[src/rtl/bf16_pkg.sv]
// Shared bfloat16 constants and field layout for the multiplier slice.
package bf16_pkg;

  localparam logic [14:0] BF16_NAN  = 15'h7F81;
  localparam logic [14:0] BF16_INF  = 15'h7F80;
  localparam logic [14:0] BF16_ZERO = 15'h0000;

  localparam int unsigned BF16_BIAS     = 127;
  localparam int unsigned RSP_DEPTH_DEF = 2;

  typedef struct packed {
    logic       sign;
    logic [7:0] exp;
    logic [6:0] man;
  } bf16_t;

endpackage

[src/rtl/bfloat16_mult.sv]
// Registered bfloat16 multiplier, 1-cycle latency, round-to-nearest-even.
// Subnormal inputs and underflowing results are flushed to signed zero.
module bfloat16_mult
  import bf16_pkg::*;
(
  input  logic        clk,
  input  logic        rst_n,
  input  logic [15:0] i_a,
  input  logic [15:0] i_b,
  output logic [15:0] o_prod
);

  bf16_t       w_a;
  bf16_t       w_b;
  logic        w_sign;
  logic        w_a_zero, w_b_zero, w_a_inf, w_b_inf, w_a_nan, w_b_nan;
  logic [15:0] w_mprod;
  logic        w_norm, w_guard, w_sticky, w_rnd, w_carry;
  logic [6:0]  w_man;
  logic [7:0]  w_man_rnd;
  logic [9:0]  w_exp_sum;
  logic [15:0] w_res;

  assign w_a      = i_a;
  assign w_b      = i_b;
  assign w_sign   = w_a.sign ^ w_b.sign;
  assign w_a_zero = (w_a.exp == 8'h00);
  assign w_b_zero = (w_b.exp == 8'h00);
  assign w_a_inf  = (w_a.exp == 8'hFF) && (w_a.man == 7'd0);
  assign w_b_inf  = (w_b.exp == 8'hFF) && (w_b.man == 7'd0);
  assign w_a_nan  = (w_a.exp == 8'hFF) && (w_a.man != 7'd0);
  assign w_b_nan  = (w_b.exp == 8'hFF) && (w_b.man != 7'd0);

  // Significand product, normalisation and rounding
  assign w_mprod   = {8'd0, 1'b1, w_a.man} * {8'd0, 1'b1, w_b.man};
  assign w_norm    = w_mprod[15];
  assign w_man     = w_norm ? w_mprod[14:8] : w_mprod[13:7];
  assign w_guard   = w_norm ? w_mprod[7] : w_mprod[6];
  assign w_sticky  = w_norm ? (|w_mprod[6:0]) : (|w_mprod[5:0]);
  assign w_rnd     = w_guard & (w_sticky | w_man[0]);
  assign w_man_rnd = {1'b0, w_man} + {7'd0, w_rnd};
  assign w_carry   = w_man_rnd[7];
  assign w_exp_sum = {2'b00, w_a.exp} + {2'b00, w_b.exp} + {9'd0, w_norm} + {9'd0, w_carry};

  // Special-value selection and exponent range handling
  always_comb begin
    w_res = {w_sign, BF16_ZERO};
    if (w_a_nan || w_b_nan || (w_a_inf && w_b_zero) || (w_a_zero && w_b_inf)) begin
      w_res = {w_sign, BF16_NAN};
    end else if (w_a_inf || w_b_inf) begin
      w_res = {w_sign, BF16_INF};
    end else if (w_a_zero || w_b_zero) begin
      w_res = {w_sign, BF16_ZERO};
    end else if (w_exp_sum >= 10'(BF16_BIAS + 255)) begin
      w_res = {w_sign, BF16_INF};
    end else if (w_exp_sum <= 10'(BF16_BIAS)) begin
      w_res = {w_sign, BF16_ZERO};
    end else begin
      w_res = {w_sign, 8'(w_exp_sum - 10'(BF16_BIAS)), w_man_rnd[6:0]};
    end
  end

  // Output register
  always_ff @(posedge clk or negedge rst_n) begin
    if (!rst_n) begin
      o_prod <= 16'h0000;
    end else begin
      o_prod <= w_res;
    end
  end

endmodule

[src/rtl/bf16_mult_arbiter.sv]
// Round-robin arbiter sharing one registered bf16 multiplier between
// NUM_REQ requesters, with ID tag stage and credit-controlled response queue.
module bf16_mult_arbiter
  import bf16_pkg::*;
#(
  parameter int unsigned NUM_REQ   = 4,
  parameter int unsigned ID_W      = 2,
  parameter int unsigned RSP_DEPTH = RSP_DEPTH_DEF
) (
  input  logic                 iClk,
  input  logic                 iRstN,
  input  logic [NUM_REQ-1:0]   iReqValid,
  output logic [NUM_REQ-1:0]   oReqReady,
  input  logic [16*NUM_REQ-1:0] iReqA,
  input  logic [16*NUM_REQ-1:0] iReqB,
  output logic                 oRspValid,
  input  logic                 iRspReady,
  output logic [15:0]          oRspData,
  output logic [ID_W-1:0]      oRspId,
  output logic                 oBusy
);

  localparam int unsigned PTR_W = (RSP_DEPTH > 1) ? $clog2(RSP_DEPTH) : 1;
  localparam int unsigned OCC_W = $clog2(RSP_DEPTH + 1);
  localparam int unsigned CNT_W = $clog2(RSP_DEPTH + 2);

  logic [ID_W-1:0]  r_last;
  logic             r_s1_valid;
  logic [ID_W-1:0]  r_s1_id;
  logic [OCC_W-1:0] r_occ;
  logic [PTR_W-1:0] r_wr_ptr, r_rd_ptr;
  logic [15:0]      r_mem_data [RSP_DEPTH];
  logic [ID_W-1:0]  r_mem_id   [RSP_DEPTH];
  logic             r_rsp_valid;
  logic             r_busy;

  logic [CNT_W-1:0]   w_cnt;
  logic [OCC_W-1:0]   w_occ_nxt;
  logic               w_pop, w_push, w_eligible, w_grant;
  logic [ID_W-1:0]    w_grant_id;
  logic [NUM_REQ-1:0] w_ready;
  logic [15:0]        w_mul_a, w_mul_b, w_prod;
  int unsigned        w_best, w_dist;

  assign w_cnt      = CNT_W'(r_occ) + CNT_W'(r_s1_valid);
  assign w_pop      = r_rsp_valid & iRspReady;
  assign w_push     = r_s1_valid;
  assign w_occ_nxt  = r_occ + OCC_W'(w_push) - OCC_W'(w_pop);
  assign w_eligible = (w_cnt < CNT_W'(RSP_DEPTH)) || ((w_cnt == CNT_W'(RSP_DEPTH)) && w_pop);

  // Round-robin pick: smallest rotated distance from last+1 among valid requesters
  always_comb begin
    w_grant    = 1'b0;
    w_grant_id = '0;
    w_best     = NUM_REQ;
    w_dist     = 0;
    for (int unsigned k = 0; k < NUM_REQ; k++) begin
      w_dist = k + NUM_REQ - 1 - 32'(r_last);
      if (w_dist >= NUM_REQ) w_dist = w_dist - NUM_REQ;
      if (iReqValid[k] && (w_dist < w_best)) begin
        w_best     = w_dist;
        w_grant    = 1'b1;
        w_grant_id = ID_W'(k);
      end
    end
    if (!w_eligible || !iRstN) w_grant = 1'b0;
  end

  // One-hot ready and operand mux of the granted requester (zero when idle)
  always_comb begin
    w_ready = '0;
    w_mul_a = 16'h0000;
    w_mul_b = 16'h0000;
    for (int unsigned k = 0; k < NUM_REQ; k++) begin
      if (w_grant && (w_grant_id == ID_W'(k))) begin
        w_ready[k] = 1'b1;
        w_mul_a    = iReqA[16*k +: 16];
        w_mul_b    = iReqB[16*k +: 16];
      end
    end
  end

  bfloat16_mult u_mult (
    .clk    (iClk),
    .rst_n  (iRstN),
    .i_a    (w_mul_a),
    .i_b    (w_mul_b),
    .o_prod (w_prod)
  );

  // Pointer, tag stage and response queue state
  always_ff @(posedge iClk or negedge iRstN) begin
    if (!iRstN) begin
      r_last      <= ID_W'(NUM_REQ - 1);
      r_s1_valid  <= 1'b0;
      r_s1_id     <= '0;
      r_occ       <= '0;
      r_wr_ptr    <= '0;
      r_rd_ptr    <= '0;
      r_rsp_valid <= 1'b0;
      r_busy      <= 1'b0;
      for (int i = 0; i < int'(RSP_DEPTH); i++) begin
        r_mem_data[i] <= 16'h0000;
        r_mem_id[i]   <= '0;
      end
    end else begin
      if (w_grant) begin
        r_last  <= w_grant_id;
        r_s1_id <= w_grant_id;
      end
      r_s1_valid <= w_grant;
      if (w_push) begin
        r_mem_data[r_wr_ptr] <= w_prod;
        r_mem_id[r_wr_ptr]   <= r_s1_id;
        r_wr_ptr <= (r_wr_ptr == PTR_W'(RSP_DEPTH - 1)) ? '0 : r_wr_ptr + 1'b1;
      end
      if (w_pop) begin
        r_rd_ptr <= (r_rd_ptr == PTR_W'(RSP_DEPTH - 1)) ? '0 : r_rd_ptr + 1'b1;
      end
      r_occ       <= w_occ_nxt;
      r_rsp_valid <= (w_occ_nxt != '0);
      r_busy      <= w_grant | (w_occ_nxt != '0);
    end
  end

  assign oReqReady = w_ready;
  assign oRspValid = r_rsp_valid;
  assign oRspData  = r_mem_data[r_rd_ptr];
  assign oRspId    = r_mem_id[r_rd_ptr];
  assign oBusy     = r_busy;

endmodule
[config.mk]
export PLATFORM = sky130hd
export DESIGN_NAME = bf16_mult_arbiter
export DESIGN_NICKNAME = d
export VERILOG_FILES = /design/src/rtl/bf16_pkg.sv /design/src/rtl/bfloat16_mult.sv /design/src/rtl/bf16_mult_arbiter.sv
export SDC_FILE = /design/constraint.sdc
export NUM_CORES = 1
export LEC_CHECK = 0
export BUFFER_PORTS_ARGS = -buffer_cell sky130_fd_sc_hd__buf_2
export CAP_MARGIN = 15
export CELL_PAD_IN_SITES_DETAIL_PLACEMENT = 0
export CELL_PAD_IN_SITES_GLOBAL_PLACEMENT = 2
export CORE_MARGIN = 10
export CORE_UTILIZATION = 30
export DETAILED_ROUTE_END_ITERATION = 8
export PLACE_DENSITY = 0.83
export SLEW_MARGIN = 20
export SYNTH_ARGS = -nofsm -noshare
export SYNTH_HDL_FRONTEND = slang
export SYNTH_SLANG_ARGS = --single-unit
[constraint.sdc]
create_clock -name iClk -period 14 [get_ports iClk]
set_clock_uncertainty 0.2 [all_clocks]
set_input_delay 0.7 -clock iClk [delete_from_list [all_inputs] [get_ports iClk]]
set_output_delay 0.7 -clock iClk [all_outputs]
set_load 0.02 [all_outputs]
### Yosys cells after proc, flatten, opt, wreduce, memory -nomap -nowiden

Cells that the tools add are included.

| word-level totals | value |
|---|---|
| register bits | 63 |
| word-level logic and storage cells | 142 |
| bits of input ports | 135 |
| output and inout bits | 24 |

| cells by class | value |
|---|---|
| $lt $le $gt $ge | 14 |
| bitwise logic cells | 7 |
| reductions and logical operators | 35 |
| add/subtract/negate cells | 17 |
| mux-type cells | 49 |
| multipliers | 1 |
| equality and inequality tests | 6 |

Operator list:

| operator | count |
|---|---|
| $mux W32 | 7 |
| $mux W16 | 12 |
| $ge A32 B3 Y1 const B | 4 |
| $lt A32 B32 Y1 | 3 |
| $mux W15 | 5 |
| $bwmux W32 | 1 |
| $lt A32 B3 Y1 const B | 1 |
| $add A10 B1 Y10 | 2 |
| $demux W16 S1 | 1 |
| $eq A8 B8 Y1 const B | 2 |
| $logic_and A1 B1 Y1 | 16 |
| $logic_not A8 Y1 | 2 |
| $mul A8 B8 Y16 | 1 |
| $sub A4 B4 Y5 const B | 3 |
| $logic_not A7 Y1 | 2 |
| $mux W1 | 14 |
| $reduce_bool A7 Y1 | 2 |
| $mux W2 | 6 |
| $sub A3 B2 Y4 const A | 3 |
| $ge A10 B9 Y1 const B | 1 |
| $le A10 B7 Y1 const B | 1 |
| $add A8 B8 Y9 | 1 |
| $add A7 B1 Y8 | 1 |
| $sub A8 B7 Y8 const B | 1 |
| 23 further kinds | 37 |

### Longest topological paths before layout

Gate-level depths: netlist (run 1).

| logic depth | value |
|---|---|
| depth in word-level cells | 34 |
| mapped depth | 59 |
| depth with buffers taken out | 53 |

### Modules after synthesis

From an unflattened synthesis (run 1), not the netlist that was laid out.

| second synthesis, totals | value |
|---|---|
| cells, all modules | 912 |
| area total of the unflattened synthesis | 7866.3 µm² |

By module, submodules not included:

| module | area an instance (µm²) | cells each | instances | seq. area each (µm²) |
|---|---|---|---|---|
| bf16_mult_arbiter | 4080.2 | 487 | 1 | 1178.6 |
| bfloat16_mult | 3786.1 | 425 | 1 | 400.4 |

### Worst setup path before layout (run 1)

No wires, ideal clock.

| path | value |
|---|---|
| path type | input to register |
| start | input port iReqValid[0] |
| end | register u_mult.o_prod[4] |
| arrival | 12.898 ns |
| library setup time | 0.087 ns |
| buffers on the path | 9 |
| data required time | 13.713 ns |
| cell stages on the path | 52 |
| slack | 0.815 ns |
| path through | clkbuf_1 nand2_1 ha_1 o21ai_0 o2111a_1 clkbuf_1 nor2_1 a21oi_1 ha_1 o21a_1 o211ai_1 nand2_1 clkbuf_1 clkbuf_1 a21boi_0 ha_1 o31a_1 o31ai_1 [... 16 more ...] a21oi_1 a211oi_1 o31ai_1 xor2_1 clkbuf_1 nor2_1 a21oi_1 nor3_1 fa_1 ha_1 ha_1 o21ai_0 nor3b_1 a221o_1 or4_1 or2_1 buf_6 a211oi_2 |

| between the ends | value |
|---|---|
| cells in the longest elaborated chain, start to end | 30 |
| elaborated cells between the ends (all ways) | 72 |
| those cells by class | add/sub: 4; mul: 1; order compare: 5; eq/ne: 5; mux: 27; bitwise: 2; reduce/logical: 28 |

Ends and longest elaborated chain:

| item | RTL line | text |
|---|---|---|
| from (decl) | bf16_mult_arbiter.sv:12 | `input logic [NUM_REQ-1:0] iReqValid,` |
| $logic_and A1 B1 Y1 (*) | bf16_mult_arbiter.sv:60 | `if (iReqValid[k] && (w_dist < w_best)) begin` |
| $mux W32 | bf16_mult_arbiter.sv:60 |  |
| $lt A32 B32 Y1 | bf16_mult_arbiter.sv:60 |  |
| $logic_and A1 B1 Y1 | bf16_mult_arbiter.sv:60 |  |
| $mux W32 | bf16_mult_arbiter.sv:60 |  |
| $lt A32 B32 Y1 | bf16_mult_arbiter.sv:60 |  |
| $logic_and A1 B1 Y1 | bf16_mult_arbiter.sv:60 |  |
| $mux W32 | bf16_mult_arbiter.sv:60 |  |
| [... 15 more ...] | n/a |  |
| $add A10 B1 Y10 | bfloat16_mult.sv:43 | `assign w_exp_sum = {2'b00, w_a.exp} + {2'b00, w_b.exp} + {9'd0, w_norm} + {9'd0, w_carry};` |
| $le A10 B7 Y1 | bfloat16_mult.sv:56 | `end else if (w_exp_sum <= 10'(BF16_BIAS)) begin` |
| $mux W15 | bfloat16_mult.sv:56 |  |
| $mux W15 | bfloat16_mult.sv:54 | `end else if (w_exp_sum >= 10'(BF16_BIAS + 255)) begin` |
| $mux W15 | bfloat16_mult.sv:52 | `end else if (w_a_zero \|\| w_b_zero) begin` |
| $mux W15 | bfloat16_mult.sv:50 | `end else if (w_a_inf \|\| w_b_inf) begin` |
| $mux W15 (*) | bfloat16_mult.sv:48 | `if (w_a_nan \|\| w_b_nan \|\| (w_a_inf && w_b_zero) \|\| (w_a_zero && w_b_inf)) begin` |
| named net u_mult.w_res[4] | bfloat16_mult.sv:22 | `logic [15:0] w_res;` |
| to (signal assigned) | bfloat16_mult.sv:68 | `o_prod <= w_res;` |
| to (decl) | bfloat16_mult.sv:10 | `output logic [15:0] o_prod` |

The timed path passes the listed nets; every way through them passes the cells marked *.
A chain may end at the register's enable or synchronous reset.

### Worst setup path after layout (run 1)

| path | value |
|---|---|
| start | register r_last[0] |
| end | register u_mult.o_prod[4] |

| between the ends | value |
|---|---|
| cells in the longest elaborated chain, start to end | 34 |
| elaborated cells between the ends (all ways) | 89 |
| those cells by class | add/sub: 12; mul: 1; order compare: 10; eq/ne: 5; mux: 31; bitwise: 2; reduce/logical: 28 |

Ends and longest elaborated chain:

| item | RTL line | text |
|---|---|---|
| from (decl) | bf16_mult_arbiter.sv:27 | `logic [ID_W-1:0] r_last;` |
| from (signal assigned) | bf16_mult_arbiter.sv:94 | `r_last <= ID_W'(NUM_REQ - 1);` |
| from (signal assigned) | bf16_mult_arbiter.sv:108 | `r_last <= w_grant_id;` |
| $sub A2 B2 Y3 | bf16_mult_arbiter.sv:58 | `w_dist = k + NUM_REQ - 1 - 32'(r_last);` |
| $ge A32 B3 Y1 or $sub A3 B4 Y5 (tied branches) | bf16_mult_arbiter.sv:59 | `if (w_dist >= NUM_REQ) w_dist = w_dist - NUM_REQ;` |
| $mux W32 | bf16_mult_arbiter.sv:59 |  |
| $lt A32 B3 Y1 | bf16_mult_arbiter.sv:60 |  |
| $logic_and A1 B1 Y1 | bf16_mult_arbiter.sv:60 |  |
| $mux W32 | bf16_mult_arbiter.sv:60 |  |
| $lt A32 B32 Y1 | bf16_mult_arbiter.sv:60 |  |
| $logic_and A1 B1 Y1 | bf16_mult_arbiter.sv:60 |  |
| [... 19 more ...] | n/a |  |
| $add A10 B1 Y10 | bfloat16_mult.sv:43 |  |
| $le A10 B7 Y1 | bfloat16_mult.sv:56 |  |
| $mux W15 | bfloat16_mult.sv:56 |  |
| $mux W15 | bfloat16_mult.sv:54 |  |
| $mux W15 | bfloat16_mult.sv:52 |  |
| $mux W15 | bfloat16_mult.sv:50 |  |
| $mux W15 (*) | bfloat16_mult.sv:48 |  |
| named net u_mult.w_res[4] | bfloat16_mult.sv:22 |  |

Marks and branches as above.

==> out/qor.yml, run 1 <==
status: "completed"
grtUsageTotal_pct: 15.23
power.total_mw: 2.361
slew_viol_final: 0
worst_setup_path_start_kind: "register"
p_sw_share_pct: 54.02
ys_seq_area_share_pct: 21.17
gp_congestion: 0.8737
grt-ovfl-total: 0
drive_gt1_share_pct: 28.79
fp.dieH_um: 177.7
cts_sinks: 63
ios: 159
critPathMostFrequentCell: "ha_1"
grt_pass1_vias: 7246
placement.io_buffers: 158
crit_buf_inv: 5
period_share_pct: 93.05
core_mm2: 0.02439
setup_tns_ns: 0
vias: 6945
p_int_mw: 1.085
min_to: "r_mem_data[26]$_DFFE_PN0P_"
dr.pass1.iters: 6
ant_nets: 0
antennaDiodeCount: 0
cpPeakStageDelay_ns: 0.63
hold_start: "u_mult.o_prod[10]$_DFF_PN0_"
antenna_found_initial: 0
p_sw_mw: 1.275
row_count: 57
grt_setup_unrepaired: "false"
worstPathArrival_ns: 13.06
root_buffer: "clkbuf_16"
dieArea_mm2: 0.03157
dp_hpwl_mm: 20.06
synth_ff_type: "dfrtp_1"
grt_max_degree: 66
reg2reg_setup_slack_ns: 0.97
min_path_type: "register to register"
finalCriticalPeriod_ns: 13.03
crit_type: "register to register"
layout.nets: 1267
cts_made_buffers: 9
powerDensity_mw_per_mm2: 262.0
critPathRequiredTime_ns: 14.04
cts_buffer_depth: 2
async_flop_share_pct: 100.0
fmax_mhz: 76.76
synthToLayoutAreaGrowth_pct: 20.78
synth-seq-cells: 63
cap_violations: 0
min_path_cells: 1
cpMaxStageDelayCell: "dfstp_2"
finalHoldViolations: 0
vdd_drop_max_mv: 0.1310
netlist_instances: 867
worstSetupEndpointType: "register"
cts_tree: "done"
clk_latency_ns: 0.33
vias_per_cell: 5.110
clockPowerShare_pct: 8.8
p_comb_share_pct: 78.8
worstMarginPinSlew_ns: 0.9594
reg2reg_depth: 47
ys_warn_count: 0
p_leak_nw: 4.535
power_frac_seq_pct: 12.5
hold_buffers: 0
synth_area_mm2: 0.007460
routed_wl_mm: 23.94
start_util_pct: 30.58
remaining_drc_errors: 0
crit_fanout: 15
relSlewSlack_pct: 34.38
critPathTopFamily: "adder cells"
die_x_um: 177.7
clk_pin_slew_ns: 0.06
grt_pass1_wl_mm: 38.76
synth-edff-count: 0
ctsHtreeMaxLevel: 3
drt_iter0_drc: 405
syn_area_per_cell_um2: 8.604
yosysUniqueCellTypes: 87
setup_viol: 0
reg2reg_from: "r_last[0]$_DFFE_PN1P_"
timing.rr.end: "u_mult.o_prod[4]$_DFF_PN0_"
wl_per_cell_um: 17.62
[cells in the final DEF, fill, tap and decap left out, drive strengths merged, types with 14 or more instances in the layout]
cell,n
dfrtp,61
mux2,59
nor2,90
xnor2,19
nand3,36
o21ai,37
and3,14
fa,38
ha,64
inv,83
buf,185
nand2,65
a21oi,39
xor2,21
[worst max path at each step]
stage | start | to | slack, ns | cells past startpoint
2_1_floorplan | iReqValid[0] | u_mult.o_prod[4]$_DFF_PN0_ | 0.82 | 52
3_3_place_gp | iReqValid[0] | u_mult.o_prod[3]$_DFF_PN0_ | 0.79 | 46
3_5_place_dp | iReqValid[0] | u_mult.o_prod[4]$_DFF_PN0_ | 0.52 | 47
4_1_cts | r_last[0]$_DFFE_PN1P_ | u_mult.o_prod[4]$_DFF_PN0_ | 0.49 | 49
5_1_grt | r_last[0]$_DFFE_PN1P_ | u_mult.o_prod[4]$_DFF_PN0_ | 0.04 | 50
6_report | r_last[0]$_DFFE_PN1P_ | u_mult.o_prod[4]$_DFF_PN0_ | 0.97 | 47
[state kept, by name (all words and copies together) (netlist names)]
name / count
r_mem_data: 32
u_mult.o_prod: 16
r_mem_id: 4
r_last: 2
r_occ: 2
r_s1_id: 2
oBusy: 1
oRspValid: 1
r_rd_ptr: 1
r_s1_valid: 1
r_wr_ptr: 1
[layout make-up]
cell class                 instances  area (µm²)
sequential                        63        1579
tap                              324       405.4
fill                            2614       15380
inverter                          80       300.3
clock buffer                       9       225.2
timing repair buffer             185       993.5
multi-input combinational        691        5451
clock inverter                     7       55.05
[kinds of logic after synthesis]
| family | count (synthesis) | synth area share [%] |
|---|---|---|
| compound gates | 192 | 18.28 |
| xor+xnor | 40 | 4.696 |
| fa+ha+maj | 104 | 21.20 |
| buf+inv | 114 | 6.189 |
| flops | 63 | 21.17 |
| mux | 60 | 9.041 |
| other cells | 1 | 0.05027 |
| simple gates | 293 | 19.37 |
[Yosys cell counts (4+ instances only)]
| master | count | area [µm²] |
|---|---|---|
| a21oi_1 | 38 | 190.2 |
| and3_1 | 14 | 87.58 |
| a211oi_2 | 6 | 75.07 |
| ha_1 | 64 | 800.8 |
| a22oi_1 | 5 | 37.54 |
| buf_2 | 6 | 30.03 |
| or2_2 | 7 | 43.79 |
| nor2_1 | 88 | 330.3 |
| o21ai_0 | 34 | 170.2 |
| inv_1 | 80 | 300.3 |
| a211oi_1 | 6 | 45.04 |
| a31oi_1 | 12 | 75.07 |
| a32oi_1 | 6 | 52.55 |
| a21o_1 | 7 | 52.55 |
| nor4_1 | 8 | 50.05 |
| nand4_1 | 7 | 43.79 |
| nand3_1 | 36 | 180.2 |
| o211ai_1 | 12 | 90.09 |
| nand2_1 | 65 | 244.0 |
| xnor2_1 | 19 | 166.4 |
| xor2_1 | 21 | 183.9 |
| or3_1 | 4 | 25.02 |
| nor2b_1 | 8 | 50.05 |
| and2_1 | 9 | 56.30 |
| nand2b_1 | 8 | 50.05 |
| clkbuf_1 | 20 | 75.07 |
| dfrtp_1 | 61 | 1526 |
| fa_1 | 38 | 760.7 |
| o31a_1 | 5 | 43.79 |
| buf_1 | 4 | 15.01 |
| nor3_1 | 13 | 65.06 |
| o21a_1 | 7 | 52.55 |
| mux2_2 | 59 | 664.4 |
| a22o_1 | 5 | 43.79 |
| o31ai_1 | 4 | 30.03 |
[per-layer routing]
layer	vias to the layer above	GRT usage, %	routed length [µm]
met3	15	3.060	1234
met4	0	2.779	216
li1	3412	-	-
met1	3341	19.77	10870
met5	-	0	0
met2	177	25.77	11620
[stage by stage]
stage	utilization, %	instances	cell area (µm²)	hold WS, ns	worst slack (ns)
after floorplan	-	868	7463	0.2044	0.8153
after global placement	35.67	1342	8700	0.2819	0.7949
after detailed placement	35.67	1342	8700	0.2853	0.5171
after CTS	36.82	1358	8980	0.2966	0.4926
after global routing	36.94	1359	9010	0.3102	0.04456
final	36.94	1359	9010	0.2936	0.9731
[worst register-to-register path: cells and delay by family (launching register included)]
kind            cells  cell delay (ns)
simple gates       12             2.78
fa+ha+maj          12             4.54
buf+inv             5             0.48
flops               1             0.63
xor+xnor            1             0.32
compound gates     17             3.98
[power groups by stage]
stage / clock network (mW) / registers, mW / logic, mW
2_1_floorplan: 0 / 0.276 / 1.39
3_3_place_gp: 0 / 0.296 / 1.86
3_5_place_dp: 0 / 0.298 / 1.85
4_1_cts: 0.215 / 0.295 / 1.87
5_1_grt: 0.224 / 0.304 / 2.11
6_report: 0.207 / 0.294 / 1.86
[timing repair]
action	CTS	global route
setup buffers	0	1
resized for setup	0	6
endpoints found under the setup margin	0	7
Power figures use the tool's default switching activity.
==> run 2, diff against run 1 <==
--- a/config.mk
+++ b/config.mk
@@ -13,6 +13,7 @@
 export CORE_UTILIZATION = 30
 export DETAILED_ROUTE_END_ITERATION = 8
 export PLACE_DENSITY = 0.83
+export REMOVE_ABC_BUFFERS = 1
 export SLEW_MARGIN = 20
 export SYNTH_ARGS = -nofsm -noshare
 export SYNTH_HDL_FRONTEND = slang
==> run 2 against run 1 <==
  * Worst hold slack got worse by 0.0012 ns
  * Fmax about the same
  * Power increased by 1.1%
  * Largest power group unchanged
  * Largest cell class unchanged
==> out/qor.yml, run 2 (same netlist as run 1, synthesis figures left out) <==
regMostFlops: "r_mem_data"
grt_pass1_vias: 7061  # -2.6%
relSlewSlack_pct: 32.06  # -2.3 points
largest_reg_flops: 32  # unchanged
dieArea_mm2: 0.03157  # unchanged
holdWs_ns: 0.2924  # -0.001209 ns
vias: 6866  # -1.1%
dp_hpwl_mm: 19.68  # -1.9%
finalCriticalPeriod_ns: 13.02  # -0.008700 ns
drive_gt1_share_pct: 28.45  # -0.35 points
worstPathArrival_ns: 13.06  # about the same
clk_pin_slew_ns: 0.06  # about the same
grt-ovfl-total: 0  # unchanged
cap_violations: 0  # unchanged
setup_tns_ns: 0  # unchanged
drt_iter0_drc: 346  # -15%
synthToLayoutAreaGrowth_pct: 20.93
root_buffer: "clkbuf_16"
placement.io_buffers: 158  # unchanged
reg_top3: "r_mem_data: 32 flops, u_mult.o_prod: 16 flops, r_mem_id: 4 flops"
die_x_um: 177.7  # unchanged
cts_made_buffers: 9  # unchanged
vias_per_cell: 5.067  # -0.85%
pre_cts_ws_ns: 0.4964  # -0.02073 ns
ant_nets: 0  # unchanged
gp_congestion: 0.8792  # +0.63%
cpMaxStageDelayCell: "dfstp_2"
wl_per_cell_um: 17.55  # -0.35%
crit_fanout: 15  # unchanged
row_count: 57  # unchanged
final_cell_mix: "buf_2, nor2_1, inv_1"
routed_wl_mm: 23.79  # -0.65%
worstSetupEndpointType: "register"
antenna_found_initial: 1  # +1
placed_cell_area_mm2: 0.008647  # -0.60%
setup_viol: 0  # unchanged
nFillCells: 2568  # -1.8%
critPathRequiredTime_ns: 14.04  # about the same
ios: 159  # unchanged
dr.pass1.iters: 5  # -1
crit_type: "register to register"
critPathTopFamily: "compound AO/OA/AOI/OAI gates"
slew_viol_final: 0  # unchanged
powerDensity_mw_per_mm2: 264.5  # +0.94%
min_path_type: "register to register"
status: "completed"
clk_latency_ns: 0.33  # about the same
remaining_drc_errors: 0  # unchanged
crit_buf_inv: 6  # +1
grt_max_degree: 66  # unchanged
layout.nets: 1262  # -0.39%
grt_setup_unrepaired: "false"
finalHoldViolations: 0  # unchanged
core_mm2: 0.02439  # unchanged
grt_pass1_wl_mm: 38.32  # -1.1%
worst_setup_path_start_kind: "register"
cts_tree: "done"
final_common_cell: "buf_2"
worstMarginPinSlew_ns: 1.017  # +0.05772 ns
cts_buffer_depth: 2  # unchanged
grtUsageTotal_pct: 15.04  # -0.19 points
critPathMostFrequentCell: "ha_1"
vdd_drop_max_mv: 0.1396  # +6.5%
finalInstanceArea_mm2: 0.009021  # +0.12%
start_util_pct: 30.58  # unchanged
fp.dieH_um: 177.7  # unchanged
p_leak_nw: 4.530  # -0.11%
period_share_pct: 92.99  # about the same
cpPeakStageDelay_ns: 0.63  # about the same
ctsHtreeMaxLevel: 3  # unchanged
fin_ws_ns: 0.9818  # +0.008700 ns
fmax_mhz: 76.82  # about the same
cts_sinks: 63  # unchanged
power.total_mw: 2.386  # +1.1%
[run 2: changes by cell type in the layout (fill, tap and decap cells not counted), sizes merged]
cell and change:
buf -5, bufinv +1, inv -2, diode +1, clkinv +1
[run 2: final cells by class]
| class | count | area, µm² | area share (%) |
|---|---|---|---|
| Tap cell | 324 | 405.4 | 4.494 |
| Inverter | 80 | 300.3 | 3.329 |
| Multi-Input combinational cell | 691 | 5480 | 60.75 |
| Sequential cell | 63 | 1579 | 17.50 |
| Clock inverter | 7 | 72.57 | 0.8044 |
| Antenna cell | 1 | 2.502 | 0.02774 |
| Timing Repair Buffer | 180 | 955.9 | 10.60 |
| Clock buffer | 9 | 225.2 | 2.497 |
[run 2: metal layers]
layer	part of all wire, %	global-route usage [%]	vias up
met2	44	23.82	195
li1	-	-	3405
met1	48	20.49	3247
met5	0	0	-
met4	1.2	3.196	0
met3	6.3	3.357	19
[run 2: final timing paths]
path / endpoint / slack [ns] / from / cells after the start
worst max-delay path: u_mult.o_prod[4]$_DFF_PN0_ / 0.98 / r_last[0]$_DFFE_PN1P_ / 50
worst min-delay path: r_wr_ptr$_DFFE_PN0P_ / 0.29 / r_wr_ptr$_DFFE_PN0P_ / 1
worst max register to register: u_mult.o_prod[4]$_DFF_PN0_ / 0.98 / r_last[0]$_DFFE_PN1P_ / 50
worst min register to register: r_wr_ptr$_DFFE_PN0P_ / 0.29 / r_wr_ptr$_DFFE_PN0P_ / 1
max in group asynchronous: u_mult.o_prod[3]$_DFF_PN0_ / 12.70 / iRstN / 2
min in group asynchronous: r_mem_id[1]$_DFFE_PN0P_ / 0.34 / iRstN / 2
[run 2: what timing repair did]
item                       CTS  global route
setup buffers                0             3
hold buffers                 0             0
resized for setup            0             9
setup endpoints to repair    0             8
[run 2: through the flow]
step,util (%),cells
after floorplan,-,834
after detailed placement,35.45,1335
final,36.99,1355
after global placement,35.45,1335
after global routing,36.99,1355
after CTS,36.67,1351
[run 2: power breakdown]
group	internal, mW	switching [mW]
Sequential	0.247	0.0456
Clock	0.138	0.0808
Combinational	0.720	1.15
==> run 3, diff against run 2 <==
--- a/config.mk
+++ b/config.mk
@@ -7,7 +7,7 @@
 export LEC_CHECK = 0
 export BUFFER_PORTS_ARGS = -buffer_cell sky130_fd_sc_hd__buf_2
 export CAP_MARGIN = 15
-export CELL_PAD_IN_SITES_DETAIL_PLACEMENT = 0
+export CELL_PAD_IN_SITES_DETAIL_PLACEMENT = 1
 export CELL_PAD_IN_SITES_GLOBAL_PLACEMENT = 2
 export CORE_MARGIN = 10
 export CORE_UTILIZATION = 30
==> run 3 against run 2 <==
  * Worst hold slack better by 0.0047 ns
  * Fmax is 0.49% lower
  * Final cell count stayed put
  * Wire length is 8.2% higher
  * Core utilization is 0.062 points higher
  * Power is 2.0% higher
  * First-iteration DRC count is 16% lower
  * Critical path type unchanged
==> out/qor.yml, run 3 (same netlist as run 1, synthesis figures left out) <==
status: "completed"
finalCriticalPeriod_ns: 13.08  # +0.06411 ns
die_x_um: 177.7  # unchanged
grtUsageTotal_pct: 16.05  # +1.0 points
gp_congestion: 0.8792  # unchanged
core_mm2: 0.02439  # unchanged
worstPathArrival_ns: 13.12  # +0.06 ns
critPathMostFrequentCell: "ha_1"
top_layer_used: "met4"
cts_buffer_depth: 2  # unchanged
crit_type: "register to register"
grt-ovfl-total: 0  # unchanged
regMostFlops: "r_mem_data"
placed_cell_area_mm2: 0.008647  # unchanged
cpMaxStageDelayCell: "dfstp_2"
grt_max_degree: 66  # unchanged
cpPeakStageDelay_ns: 0.64  # about the same
worstSetupEndpointType: "register"
hold_buffers: 0  # unchanged
slew_viol_final: 0  # unchanged
critPathRequiredTime_ns: 14.04  # about the same
seq_area_mm2: 0.001579  # unchanged
cap_violations: 0  # unchanged
vdd_drop_max_mv: 0.09152  # -34%
largest_reg_flops: 32  # unchanged
dp_hpwl_mm: 21.26  # +8.0%
multiInputGateArea_mm2: 0.005495  # +0.27%
ios: 159  # unchanged
routed_wl_mm: 25.73  # +8.2%
grt_setup_unrepaired: "false"
period_share_pct: 93.45  # +0.46 points
root_buffer: "clkbuf_16"
vias_per_cell: 5.187  # +2.4%
layout.nets: 1262  # unchanged
relSlewSlack_pct: 32.50  # +0.44 points
synthToLayoutAreaGrowth_pct: 21.13
dr.pass1.iters: 6  # +1
worst_setup_path_start_kind: "register"
finalInstanceArea_mm2: 0.009036  # +0.17%
wl_met2_mm: 12.18  # +16%
final_common_cell: "buf_2"
powerDensity_mw_per_mm2: 269.3  # +1.8%
setup_viol: 0  # unchanged
worstMarginPinSlew_ns: 1.011  # -0.006531 ns
dieArea_mm2: 0.03157  # unchanged
placement.io_buffers: 158  # unchanged
final_cell_mix: "buf_2, nor2_1, inv_1"
cts_made_buffers: 9  # unchanged
clk_pin_slew_ns: 0.06  # about the same
drive_gt1_share_pct: 28.64  # +0.19 points
fmax_mhz: 76.44  # -0.49%
antenna_found_initial: 1  # unchanged
row_count: 57  # unchanged
clk_latency_ns: 0.33  # about the same
crit_fanout: 25  # +10
grt_pass1_vias: 7562  # +7.1%
final_cells: 1355  # unchanged
nFillCells: 2996  # +17%
wl_met3_mm: 1.271  # -16%
grt_pass1_wl_mm: 40.85  # +6.6%
ctsHtreeMaxLevel: 3  # unchanged
remaining_drc_errors: 0  # unchanged
p_leak_nw: 4.529  # about the same
drt_iter0_drc: 290  # -16%
reg_top3: "r_mem_data: 32 flops, u_mult.o_prod: 16 flops, r_mem_id: 4 flops"
start_util_pct: 30.58  # unchanged
met1_length_mm: 11.97  # +4.3%
fp.dieH_um: 177.7  # unchanged
ant_nets: 0  # unchanged
dp.cells: 1335  # unchanged
vias: 7029  # +2.4%
wl_per_cell_um: 18.99  # +8.2%
finalHoldViolations: 0  # unchanged
cts_tree: "done"
cts_sinks: 63  # unchanged
min_path_type: "register to register"
[run 3: cell counts in the layout (fill, tap and decap cells not counted)]
No cell type changed its count.
[run 3: what timing repair did]
item | 4_1_cts | 5_1_grt
hold endpoints to repair | 0 | 0
setup buffers | 0 | 3
setup endpoints to repair | 0 | 15
gates resized for setup | 0 | 12
[run 3: final timing paths]
| path | start | to | slack (ns) | depth (start not counted) |
|---|---|---|---|---|
| hold reg to reg | r_wr_ptr$_DFFE_PN0P_ | r_wr_ptr$_DFFE_PN0P_ | 0.30 | 1 |
| setup / recovery | r_last[0]$_DFFE_PN1P_ | u_mult.o_prod[3]$_DFF_PN0_ | 0.92 | 51 |
| max in group asynchronous | iRstN | r_mem_data[21]$_DFFE_PN0P_ | 12.69 | 2 |
| hold / removal | r_wr_ptr$_DFFE_PN0P_ | r_wr_ptr$_DFFE_PN0P_ | 0.30 | 1 |
| min in group asynchronous | iRstN | r_wr_ptr$_DFFE_PN0P_ | 0.34 | 2 |
| setup reg to reg | r_last[0]$_DFFE_PN1P_ | u_mult.o_prod[3]$_DFF_PN0_ | 0.92 | 51 |
[run 3: layer usage]
layer	track usage [%]	up-vias
li1	-	3394
met1	21.05	3442
met2	27.21	177
met3	2.784	16
met4	2.987	0
met5	0	-
[run 3: through the flow]
| stage | setup slack (ns) | utilization [%] | power, mW | hold WS (ns) | setup TNS (ns) |
|---|---|---|---|---|---|
| after global routing | 0.1117 | 37.05 | 2.684 | 0.3132 | 0 |
| after detailed placement | 0.3507 | 35.45 | 2.169 | 0.2874 | 0 |
| after CTS | 0.2885 | 36.67 | 2.416 | 0.2997 | 0 |
| after global placement | 0.6817 | 35.45 | 2.142 | 0.2785 | 0 |
| after floorplan | -0.1383 | - | 1.610 | 0.2044 | -0.6591 |
| final | 0.9177 | 37.05 | 2.433 | 0.2971 | 0 |
[run 3: layout make-up]
| class | instances | area share, % |
|---|---|---|
| multi-input cells | 691 | 60.81 |
| flip-flops and latches | 63 | 17.47 |
| repair buffers | 180 | 10.58 |
| well taps | 324 | 4.486 |
| inverters | 80 | 3.323 |
| clock buffers | 9 | 2.492 |
| clock inverters | 7 | 0.8031 |
| diodes | 1 | 0.02769 |
[run 3: worst max-delay path, delay by kind of cell, from the launching register on]
| kind | cells | cell delay (ns) |
|---|---|---|
| fa+ha+maj | 11 | 4.13 |
| simple gates | 15 | 3.11 |
| flops | 1 | 0.64 |
| buf+inv | 6 | 0.93 |
| xor+xnor | 2 | 0.32 |
| compound gates | 17 | 3.63 |
[run 3: power by group]
group,leakage (nW),switching [mW],internal (mW)
registers,0.834,0.0488,0.247
logic,3.55,1.19,0.728
clock network,0.142,0.0860,0.138
total,4.53,1.32,1.11
